[src/rtl/float_divider_if.sv]
// rtl/float_divider_if.sv - start/done handshake bundle for the binary32 divider
interface float_divider_if;
   logic        start;
   logic [31:0] a;
   logic [31:0] b;
   logic        busy;
   logic        done;
   logic [31:0] z;
   logic        dbz;

   modport master (output start, a, b, input busy, done, z, dbz);
   modport slave  (input start, a, b, output busy, done, z, dbz);
endinterface

[src/rtl/float_divider.sv]
// rtl/float_divider.sv - sequential binary32 divider, restoring mantissa divide, RNE
module float_divider (
   input  logic           clk,
   input  logic           rst,
   float_divider_if.slave io
);
   typedef enum logic [2:0] {
      S_IDLE, S_UNPACK, S_SPECIAL, S_NORM, S_DIVIDE, S_ROUND, S_PACK, S_DONE
   } state_t;

   state_t             state_q, state_d;
   logic [31:0]        a_q, a_d, b_q, b_d, z_q, z_d;
   logic               s_q, s_d, dbz_q, dbz_d;
   logic signed [9:0]  ea_q, ea_d, eb_q, eb_d, ze_q, ze_d;
   logic [23:0]        ma_q, ma_d, mb_q, mb_d, mant_q, mant_d;
   logic [26:0]        q_q, q_d;
   logic [25:0]        rem_q, rem_d;
   logic [4:0]         cnt_q, cnt_d;

   logic               nan_a, nan_b, inf_a, inf_b, zero_a, zero_b, ge;
   logic [26:0]        q1;
   logic signed [9:0]  ze1, shamt;
   logic [25:0]        v, mask;
   logic [4:0]         sh;
   logic               g, rb, st;
   logic [23:0]        mant;
   logic [24:0]        sum;

   assign nan_a  = (a_q[30:23] == 8'hFF) && (a_q[22:0] != 23'd0);
   assign nan_b  = (b_q[30:23] == 8'hFF) && (b_q[22:0] != 23'd0);
   assign inf_a  = (a_q[30:23] == 8'hFF) && (a_q[22:0] == 23'd0);
   assign inf_b  = (b_q[30:23] == 8'hFF) && (b_q[22:0] == 23'd0);
   assign zero_a = (a_q[30:0] == 31'd0);
   assign zero_b = (b_q[30:0] == 31'd0);

   assign io.z    = z_q;
   assign io.dbz  = dbz_q;
   assign io.done = (state_q == S_DONE);
   assign io.busy = (state_q != S_IDLE) && (state_q != S_DONE);

   always_comb begin
      state_d = state_q;
      a_d = a_q; b_d = b_q; z_d = z_q; s_d = s_q; dbz_d = dbz_q;
      ea_d = ea_q; eb_d = eb_q; ze_d = ze_q;
      ma_d = ma_q; mb_d = mb_q; mant_d = mant_q;
      q_d = q_q; rem_d = rem_q; cnt_d = cnt_q;
      q1 = '0; ze1 = '0; shamt = '0; v = '0; mask = '0; sh = '0;
      g = 1'b0; rb = 1'b0; st = 1'b0; mant = '0; sum = '0;
      ge = (rem_q >= {2'b00, mb_q});
      case (state_q)
         S_IDLE: if (io.start) begin
            a_d = io.a;
            b_d = io.b;
            state_d = S_UNPACK;
         end
         S_UNPACK: begin
            s_d  = a_q[31] ^ b_q[31];
            ea_d = (a_q[30:23] == 8'd0) ? -10'sd126 : $signed({2'b00, a_q[30:23]}) - 10'sd127;
            eb_d = (b_q[30:23] == 8'd0) ? -10'sd126 : $signed({2'b00, b_q[30:23]}) - 10'sd127;
            ma_d = {a_q[30:23] != 8'd0, a_q[22:0]};
            mb_d = {b_q[30:23] != 8'd0, b_q[22:0]};
            state_d = S_SPECIAL;
         end
         S_SPECIAL: begin
            state_d = S_DONE;
            dbz_d   = 1'b0;
            if (nan_a || nan_b || (zero_a && zero_b) || (inf_a && inf_b))
               z_d = 32'hFFC0_0000;
            else if (inf_a)
               z_d = {s_q, 8'hFF, 23'd0};
            else if (zero_b) begin
               z_d   = {s_q, 8'hFF, 23'd0};
               dbz_d = 1'b1;
            end else if (zero_a || inf_b)
               z_d = {s_q, 31'd0};
            else
               state_d = S_NORM;
         end
         S_NORM: begin
            if (ma_q[23] && mb_q[23]) begin
               ze_d    = ea_q - eb_q;
               rem_d   = {2'b00, ma_q};
               q_d     = '0;
               cnt_d   = '0;
               state_d = S_DIVIDE;
            end else begin
               if (!ma_q[23]) begin ma_d = ma_q << 1; ea_d = ea_q - 10'sd1; end
               if (!mb_q[23]) begin mb_d = mb_q << 1; eb_d = eb_q - 10'sd1; end
            end
         end
         S_DIVIDE: begin
            q_d   = {q_q[25:0], ge};
            rem_d = ge ? (rem_q - {2'b00, mb_q}) << 1 : rem_q << 1;
            cnt_d = cnt_q + 5'd1;
            if (cnt_q == 5'd26) state_d = S_ROUND;
         end
         S_ROUND: begin
            if (q_q[26]) begin q1 = q_q; ze1 = ze_q; end
            else begin q1 = {q_q[25:0], 1'b0}; ze1 = ze_q - 10'sd1; end
            v  = q1[26:1];
            st = q1[0] | (rem_q != 26'd0);
            // Below the denormal floor: slide right, folding lost bits into sticky
            if (ze1 < -10'sd126) begin
               shamt = -10'sd126 - ze1;
               sh    = (shamt > 10'sd26) ? 5'd26 : shamt[4:0];
               mask  = (26'd1 << sh) - 26'd1;
               st    = st | ((v & mask) != 26'd0);
               v     = v >> sh;
               ze1   = -10'sd126;
            end
            mant = v[25:2];
            g    = v[1];
            rb   = v[0];
            sum  = {1'b0, mant} + {24'd0, g & (rb | st | mant[0])};
            if (sum[24]) begin
               mant_d = 24'h80_0000;
               ze_d   = ze1 + 10'sd1;
            end else begin
               mant_d = sum[23:0];
               ze_d   = ze1;
            end
            state_d = S_PACK;
         end
         S_PACK: begin
            dbz_d = 1'b0;
            if (ze_q > 10'sd127)
               z_d = {s_q, 8'hFF, 23'd0};
            else if ((ze_q == -10'sd126) && !mant_q[23])
               z_d = {s_q, 8'd0, mant_q[22:0]};
            else
               z_d = {s_q, ze_q[7:0] + 8'd127, mant_q[22:0]};
            state_d = S_DONE;
         end
         S_DONE:  state_d = S_IDLE;
         default: state_d = S_IDLE;
      endcase
   end

   always_ff @(posedge clk or posedge rst) begin
      if (rst) begin
         state_q <= S_IDLE;
         a_q <= '0; b_q <= '0; z_q <= '0; s_q <= 1'b0; dbz_q <= 1'b0;
         ea_q <= '0; eb_q <= '0; ze_q <= '0;
         ma_q <= '0; mb_q <= '0; mant_q <= '0;
         q_q <= '0; rem_q <= '0; cnt_q <= '0;
      end else begin
         state_q <= state_d;
         a_q <= a_d; b_q <= b_d; z_q <= z_d; s_q <= s_d; dbz_q <= dbz_d;
         ea_q <= ea_d; eb_q <= eb_d; ze_q <= ze_d;
         ma_q <= ma_d; mb_q <= mb_d; mant_q <= mant_d;
         q_q <= q_d; rem_q <= rem_d; cnt_q <= cnt_d;
      end
   end
endmodule
[src/flat_wrapper.sv]
// flat-port wrapper written by rule: the top's interface ports become plain ports
module float_divider_flat 
  (clk, rst, io_start, io_a, io_b, io_busy, io_done, io_z, io_dbz);
  float_divider_if io_i ();
  input  logic clk;
  input  logic rst;
  input wire logic [$bits(io_i.start)-1:0] io_start;
  input wire logic [$bits(io_i.a)-1:0] io_a;
  input wire logic [$bits(io_i.b)-1:0] io_b;
  output wire logic [$bits(io_i.busy)-1:0] io_busy;
  output wire logic [$bits(io_i.done)-1:0] io_done;
  output wire logic [$bits(io_i.z)-1:0] io_z;
  output wire logic [$bits(io_i.dbz)-1:0] io_dbz;
  assign io_i.start = io_start;
  assign io_i.a = io_a;
  assign io_i.b = io_b;
  assign io_busy = io_i.busy;
  assign io_done = io_i.done;
  assign io_z = io_i.z;
  assign io_dbz = io_i.dbz;
  float_divider u_core (.clk(clk), .rst(rst), .io(io_i));
endmodule
[config.mk]
export PLATFORM = sky130hd
export DESIGN_NAME = float_divider_flat
export DESIGN_NICKNAME = d
export VERILOG_FILES = /design/src/rtl/float_divider_if.sv /design/src/rtl/float_divider.sv /design/src/flat_wrapper.sv
export SDC_FILE = /design/constraint.sdc
export NUM_CORES = 1
export LEC_CHECK = 0
export ABC_CLOCK_PERIOD_IN_PS = 23800
export CAP_MARGIN = 0
export CORE_MARGIN = 2
export CORE_UTILIZATION = 55
export DETAILED_ROUTE_END_ITERATION = 12
export PLACE_DENSITY = 0.74
export SYNTH_ARGS = -nofsm -noshare
export SYNTH_HDL_FRONTEND = slang
export SYNTH_SLANG_ARGS = --single-unit
[constraint.sdc]
create_clock -name clk -period 23.8 [get_ports clk]
set_input_delay 3.57 -clock clk [delete_from_list [all_inputs] [get_ports clk]]
set_output_delay 3.57 -clock clk [all_outputs]
set_load 0.005 [all_outputs]
After elaboration in Yosys (flattened, before gate mapping)
Index checks and enable logic that the tools add are counted.
{"block": "word_totals", "ff_bits": 261, "output_inout_bits": 35, "word_cells": 157, "inputBits": 67}
{"block": "op_classes", "add_sub_neg": 13, "eq_ne": 19, "n_mux": 55, "shifts": 2, "n_reduce_logical": 40, "order_cmp": 4, "bitwise": 7}
{"operator": "two-way mux 32 bit", "n": 4}
{"operator": "two-way mux 10 bit", "n": 12}
{"operator": "two-way mux 24 bit", "n": 5}
{"operator": "two-way mux 26 bit", "n": 4}
{"operator": "case mux 24 bit (2 select lines)", "n": 2}
{"operator": "two-way mux 27 bit", "n": 3}
{"operator": "case mux 32 bit (2 select lines)", "n": 1}
{"operator": "zero test 31 bit", "n": 2}
{"operator": "two-way mux 31 bit", "n": 2}
{"operator": "case mux 10 bit (2 select lines)", "n": 3}
{"operator": "case mux 27 bit (2 select lines)", "n": 1}
{"operator": "case mux 26 bit (2 select lines)", "n": 1}
{"operator": "nonzero test 26 bit", "n": 2}
{"operator": "zero test 23 bit", "n": 2}
{"operator": "nonzero test 23 bit", "n": 2}
{"operator": "subtractor 10 x 2 -> 10 bit, second input constant", "n": 3}
{"operator": "bitwise AND 26 bit", "n": 1}
{"operator": "greater-or-equal comparator 26 x 24 -> 1 bit", "n": 1}
{"operator": "<< shifter 1 x 5 -> 26 bit, first input constant", "n": 1}
{"operator": "right shift 26 x 5 -> 26 bit", "n": 1}
{"operator": "subtractor 26 x 1 -> 26 bit, second input constant", "n": 1}
{"operator": "adder 24 x 1 -> 25 bit", "n": 1}
{"operator": "subtractor 25 x 24 -> 25 bit", "n": 1}
{"operator": "case mux 3 bit (8 select lines)", "n": 1}
{"operator": "37 further kinds", "n": 83}

Longest topological paths before layout
{"block": "depth", "ltp_word": 19, "depth_mapped": 31, "ltp_nobuf": 24}

Least setup slack after synthesis
No wires, ideal clock.
{"block": "synth_timing", "path_type": "register to register", "start": "register u_core.ze_q[0]", "end": "register u_core.mant_q[0]", "arrival_ns": 6.018, "setup_ns": 0.136, "path_buffers": 11, "required_ns": 23.664, "stages_incl_launch_ff": 30, "period_less_slack_ns": 6.153, "setup_slack_ns": 17.647, "path_cell_list": "dfrtp_1 > clkbuf_1 > clkbuf_1 > xnor2_1 > clkbuf_1 > clkbuf_1 > clkbuf_1 > ha_1 > clkbuf_1 > xnor2_1 > a221oi_1 > a221oi_2 > a31oi_1 > buf_2 > buf_6 > buf_6 > nor3_1 > nand2_1 > ha_1 > clkbuf_1 > o41ai_1 > a31oi_1 > and2_1 > clkbuf_1 > o21ai_0 > xnor2_1 > nor2_1 > a311o_1 > nor4_1 > o41ai_1"}
{"block": "synth_between", "elab_chain_len": 18, "elab_cells_between_ends": 22, "cone_classes": "4 x add/sub; 2 x order compare; 2 x shift; 8 x mux; 5 x bitwise; 1 x reduce/logical"}
{"element": "from (decl)", "line_no": "float_divider.sv:14", "rtl": "logic signed [9:0] ea_q, ea_d, eb_q, eb_d, ze_q, ze_d;"}
{"element": "from (signal assigned)", "line_no": "float_divider.sv:143", "rtl": "ea_q <= '0; eb_q <= '0; ze_q <= '0;"}
{"element": "from (signal assigned)", "line_no": "float_divider.sv:149", "rtl": "ea_q <= ea_d; eb_q <= eb_d; ze_q <= ze_d;"}
{"element": "subtractor 10 x 2 -> 10 bit", "line_no": "float_divider.sv:99", "rtl": "else begin q1 = {q_q[25:0], 1'b0}; ze1 = ze_q - 10'sd1; end"}
{"element": "two-way mux 10 bit (*)", "line_no": "float_divider.sv:98", "rtl": "if (q_q[26]) begin q1 = q_q; ze1 = ze_q; end"}
{"element": "two-way mux 10 bit (*)", "line_no": "float_divider.sv:50", "rtl": "case (state_q)"}
{"element": "subtractor 8 x 10 -> 10 bit", "line_no": "float_divider.sv:104", "rtl": "shamt = -10'sd126 - ze1;"}
{"element": "> comparator 10 x 6 -> 1 bit", "line_no": "float_divider.sv:105", "rtl": "sh = (shamt > 10'sd26) ? 5'd26 : shamt[4:0];"}
{"element": "two-way mux 5 bit", "line_no": "float_divider.sv:105"}
{"element": "<< shifter 1 x 5 -> 26 bit", "line_no": "float_divider.sv:106", "rtl": "mask = (26'd1 << sh) - 26'd1;"}
{"element": "subtractor 26 x 1 -> 26 bit", "line_no": "float_divider.sv:106"}
{"element": "bitwise AND 26 bit", "line_no": "float_divider.sv:107", "rtl": "st = st | ((v & mask) != 26'd0);"}
{"element": "nonzero test 26 bit", "line_no": "float_divider.sv:107"}
{"element": "bitwise OR 1 bit", "line_no": "float_divider.sv:107"}
{"element": "two-way mux 1 bit", "line_no": "float_divider.sv:103", "rtl": "if (ze1 < -10'sd126) begin"}
{"element": "two-way mux 1 bit", "line_no": "float_divider.sv:50"}
{"element": "bitwise OR 1 bit (2 in a row)", "line_no": "float_divider.sv:114", "rtl": "sum = {1'b0, mant} + {24'd0, g & (rb | st | mant[0])};"}
{"element": "bitwise AND 1 bit", "line_no": "float_divider.sv:114"}
{"element": "adder 24 x 1 -> 25 bit (*)", "line_no": "float_divider.sv:114"}
{"element": "two-way mux 24 bit (*)", "line_no": "float_divider.sv:115", "rtl": "if (sum[24]) begin"}
{"element": "to (signal assigned)", "line_no": "float_divider.sv:150", "rtl": "ma_q <= ma_d; mb_q <= mb_d; mant_q <= mant_d;"}
{"element": "to (decl)", "line_no": "float_divider.sv:15", "rtl": "logic [23:0] ma_q, ma_d, mb_q, mb_d, mant_q, mant_d;"}
Mark *: on every way between the ends. The rest lies on a longest branch, timed or not. The select of a mux whose other input is x is not followed.
A chain may end at the register's enable or synchronous reset.

Worst setup path in the final report
{"block": "layout_timing", "start": "register u_core.ze_q[0]", "end": "register u_core.mant_q[19]"}
Same word-level chain as after synthesis.

==> key figures <==
Clock network
  – Setup Buffers After CTS: 0
  – Root Driver: clkbuf_16
  – CTS clk-pin slew, worst paths: 0.06 ns
  – Clk_lat worst skew: 0.60 ns
  – CTS tree: built
  – Cts hold-fix bufs: 0
  – CTS Buf Count: 29
  – H-tree depth: 1
  – Post-CTS sizing: 0
  – Clock buffer depth: 3
  – Clk sinks: 261

Die
  – Core Rows: 65
  – Die ar.: 33700 um^2
  – Core Region: 31600 um^2
  – Chip Height: 184 um
  – Chip width: 184 um
  – Initial core utilization: 56.0%
  – Io pins: 102

Timing
  – TNS Setup: 0 ns
  – Final slew viol count: 0
  – Final hold viol count: 0
  – Unrepaired setup endpoints after global routing: no
  – F_max: 136 MHz
  – Final WS setup: 16.43 ns
  – Slew @ Worst Pin: 1.16 ns
  – Final worst-path cycle share: 31.0%
  – Setup Skew: 0.0171 ns
  – Final setup vio count: 0
  – Slew margin rel.: 22.0%
  – Post-layout min period: 7.37 ns

Layout
  – Diodes inserted: 0
  – # fillers: 2586
  – Most frequent cells in the layout: dfrtp_1, nand2_1, nor2_1, o21ai_0, a21oi_1
  – Nets: 2250
  – Final core utilization: 63.4%
  – Layout cells sized above 1: 10.2%
  – Fin area: 20100 um^2
  – Commonest non-fill, non-tap cell in the layout: dfrtp_1
  – Syn-to-layout area delta: 13.2%

Drt
  – Vias/cell: 6.63
  – Via count: 16.9k
  – Post-route DRC violation count: 0
  – DRT iter0 DRCs: 1891
  – WL/cell: 22.6 um
  – Detailed Routing Iterations Pass 1: 6
  – Detail Route Antenna Nets: 0
  – WL final: 57.7 mm

Synth
  – Fraction of registers with async set/reset: 100%
  – Syn Area/Cell: 8.49 um^2
  – Synthesized cell area: 17700 um^2
  – Yosys warns: 0
  – Mapped Nets: 2211
  – Synth Register Bits: 261
  – EDFF count, synth: 0
  – Synth cell types: 94
  – Top_reg_cell synth: dfrtp_1
  – Mapped Cells: 2088
  – Register area share after synthesis: 36.8%

Setup path
  – Worst reg2reg setup slack: 16.43 ns
  – Setup crit end kind: register
  – CP startpoint kind: register
  – WP data arrival: 7.90 ns
  – CP Class: reg -> reg
  – Crit path required time: 24.33 ns
  – Worst-path fanout max: 42

Place
  – Port-buffer cells: 101
  – HPWL Detailed: 41.1 mm
  – Placed Area: 19000 um^2
  – Gpl congestion: 0.993
  – DP Worst Slack: 16.64 ns

Global route
  – First-pass GRT wire length: 91.4 mm
  – Initial antenna violation count: 0
  – Congestion Overflow GR: 0
  – Largest net degree at the start of global routing: 132
  – Vias in the first global route: 16.4k
  – Gr usage total: 34.1%

Hold path
  – HP Class: reg -> reg

Run
  – Max Cap Viol: 0

Status
  – Outcome: completed
==> logic make-up (layout without fill, tap and decap cells) <==
family                   count (synthesis)  in the layout  synth area share, %
AND/OR/NAND/NOR                        754            754                 20.6
AO/OA/AOI/OAI                          612            612                 22.1
flip-flops                             261            261                 36.8
buffers and inverters                  200            262                 4.58
multiplexers                           126            126                 7.92
XOR/XNOR                                79             79                 3.90
adder cells (fa/ha/maj)                 56             56                 4.04
==> worst max-delay path, stage by stage (launching register included) <==
cell and delay (ns):
dfrtp_1 0.66, inv_1 0.16, ha_1 0.36, inv_1 0.06, mux2i_1 0.25, inv_1 0.10, ha_1 0.29, xnor2_2 0.19
buf_4 0.33, a221oi_1 0.16, a221oi_2 0.41, a31oi_4 0.13, buf_4 0.31, nor2_1 0.84, mux2i_1 0.25, a22o_1 0.24
or4_1 0.47, o221ai_1 0.59, nor2_1 0.12, ha_1 0.25, and2_1 0.28, nand4_1 0.22, and2_1 0.36, a32o_1 0.23
==> final cells by class <==
class | instances | area [um^2] | area share, %
clock inverter | 14 | 201 | 1.00
multi-input combinational | 1627 | 10400 | 52.0
tap | 402 | 503 | 2.51
inverter | 74 | 285 | 1.42
timing repair buffer | 134 | 1260 | 6.27
sequential | 261 | 6530 | 32.6
clock buffer | 40 | 847 | 4.22
==> cell usage after synthesis (20+ instances only) <==
| cell type | count | share of area, % |
|---|---|---|
| a211oi_1 | 20 | 0.85 |
| a21oi_1 | 133 | 3.8 |
| a22o_1 | 20 | 0.99 |
| a31oi_1 | 23 | 0.81 |
| clkbuf_1 | 96 | 2.0 |
| dfrtp_1 | 261 | 37 |
| ha_1 | 54 | 3.8 |
| inv_1 | 73 | 1.5 |
| mux2_2 | 84 | 5.3 |
| mux2i_1 | 39 | 2.2 |
| nand2_1 | 249 | 5.3 |
| nand3_1 | 66 | 1.9 |
| nand4_1 | 24 | 0.85 |
| nor2_1 | 177 | 3.7 |
| nor3_1 | 59 | 1.7 |
| nor4_1 | 33 | 1.2 |
| o21ai_0 | 172 | 4.9 |
| o22ai_1 | 62 | 2.2 |
| or3_1 | 22 | 0.78 |
| xnor2_1 | 54 | 2.7 |
| xor2_1 | 25 | 1.2 |
==> sequential cells by signal, summed over array words and instances, names as in the netlist <==
name / count
u_core.a_q: 32
u_core.b_q: 32
u_core.ea_q: 10
u_core.mb_q: 24
u_core.q_q: 27
u_core.ze_q: 10
u_core.rem_q: 26
u_core.io.z: 32
u_core.ma_q: 24
u_core.s_q: 1
u_core.io.dbz: 1
u_core.mant_q: 24
u_core.eb_q: 10
u_core.cnt_q: 5
u_core.state_q: 3
==> worst paths after layout <==
| kind | startpoint | to | cells after the start |
|---|---|---|---|
| worst max-delay path | u_core.ze_q[0]$_DFFE_PP0P_ | u_core.mant_q[19]$_DFFE_PP0P_ | 23 |
| worst min-delay path | u_core.io.z[16]$_DFFE_PP0P_ | u_core.io.z[16]$_DFFE_PP0P_ | 2 |
| worst max register to register | u_core.ze_q[0]$_DFFE_PP0P_ | u_core.mant_q[19]$_DFFE_PP0P_ | 23 |
| worst min register to register | u_core.io.z[16]$_DFFE_PP0P_ | u_core.io.z[16]$_DFFE_PP0P_ | 2 |
| max in group asynchronous | rst | u_core.q_q[26]$_DFFE_PP0P_ | 3 |
| min in group asynchronous | rst | u_core.mb_q[9]$_DFFE_PP0P_ | 2 |
==> metal layers <==
metal  vias up  global-route usage, %  share of wire, %
li1       7756                      -                 -
met1      8210                   44.3                41
met2       787                   57.1                48
met3       172                   5.19               7.0
met4         0                   14.2               4.6
met5         -                      0                 0
==> stage by stage <==
stage / hold WS, ns / instances
2_1_floorplan: 0.439 / 2088
3_3_place_gp: 0.457 / 2498
3_5_place_dp: 0.469 / 2498
4_1_cts: 0.483 / 2552
5_1_grt: 0.503 / 2552
6_report: 0.476 / 2552
Power is not shown: default switching activity piles up to over one toggle a cycle in this logic, so the estimate is an artifact.
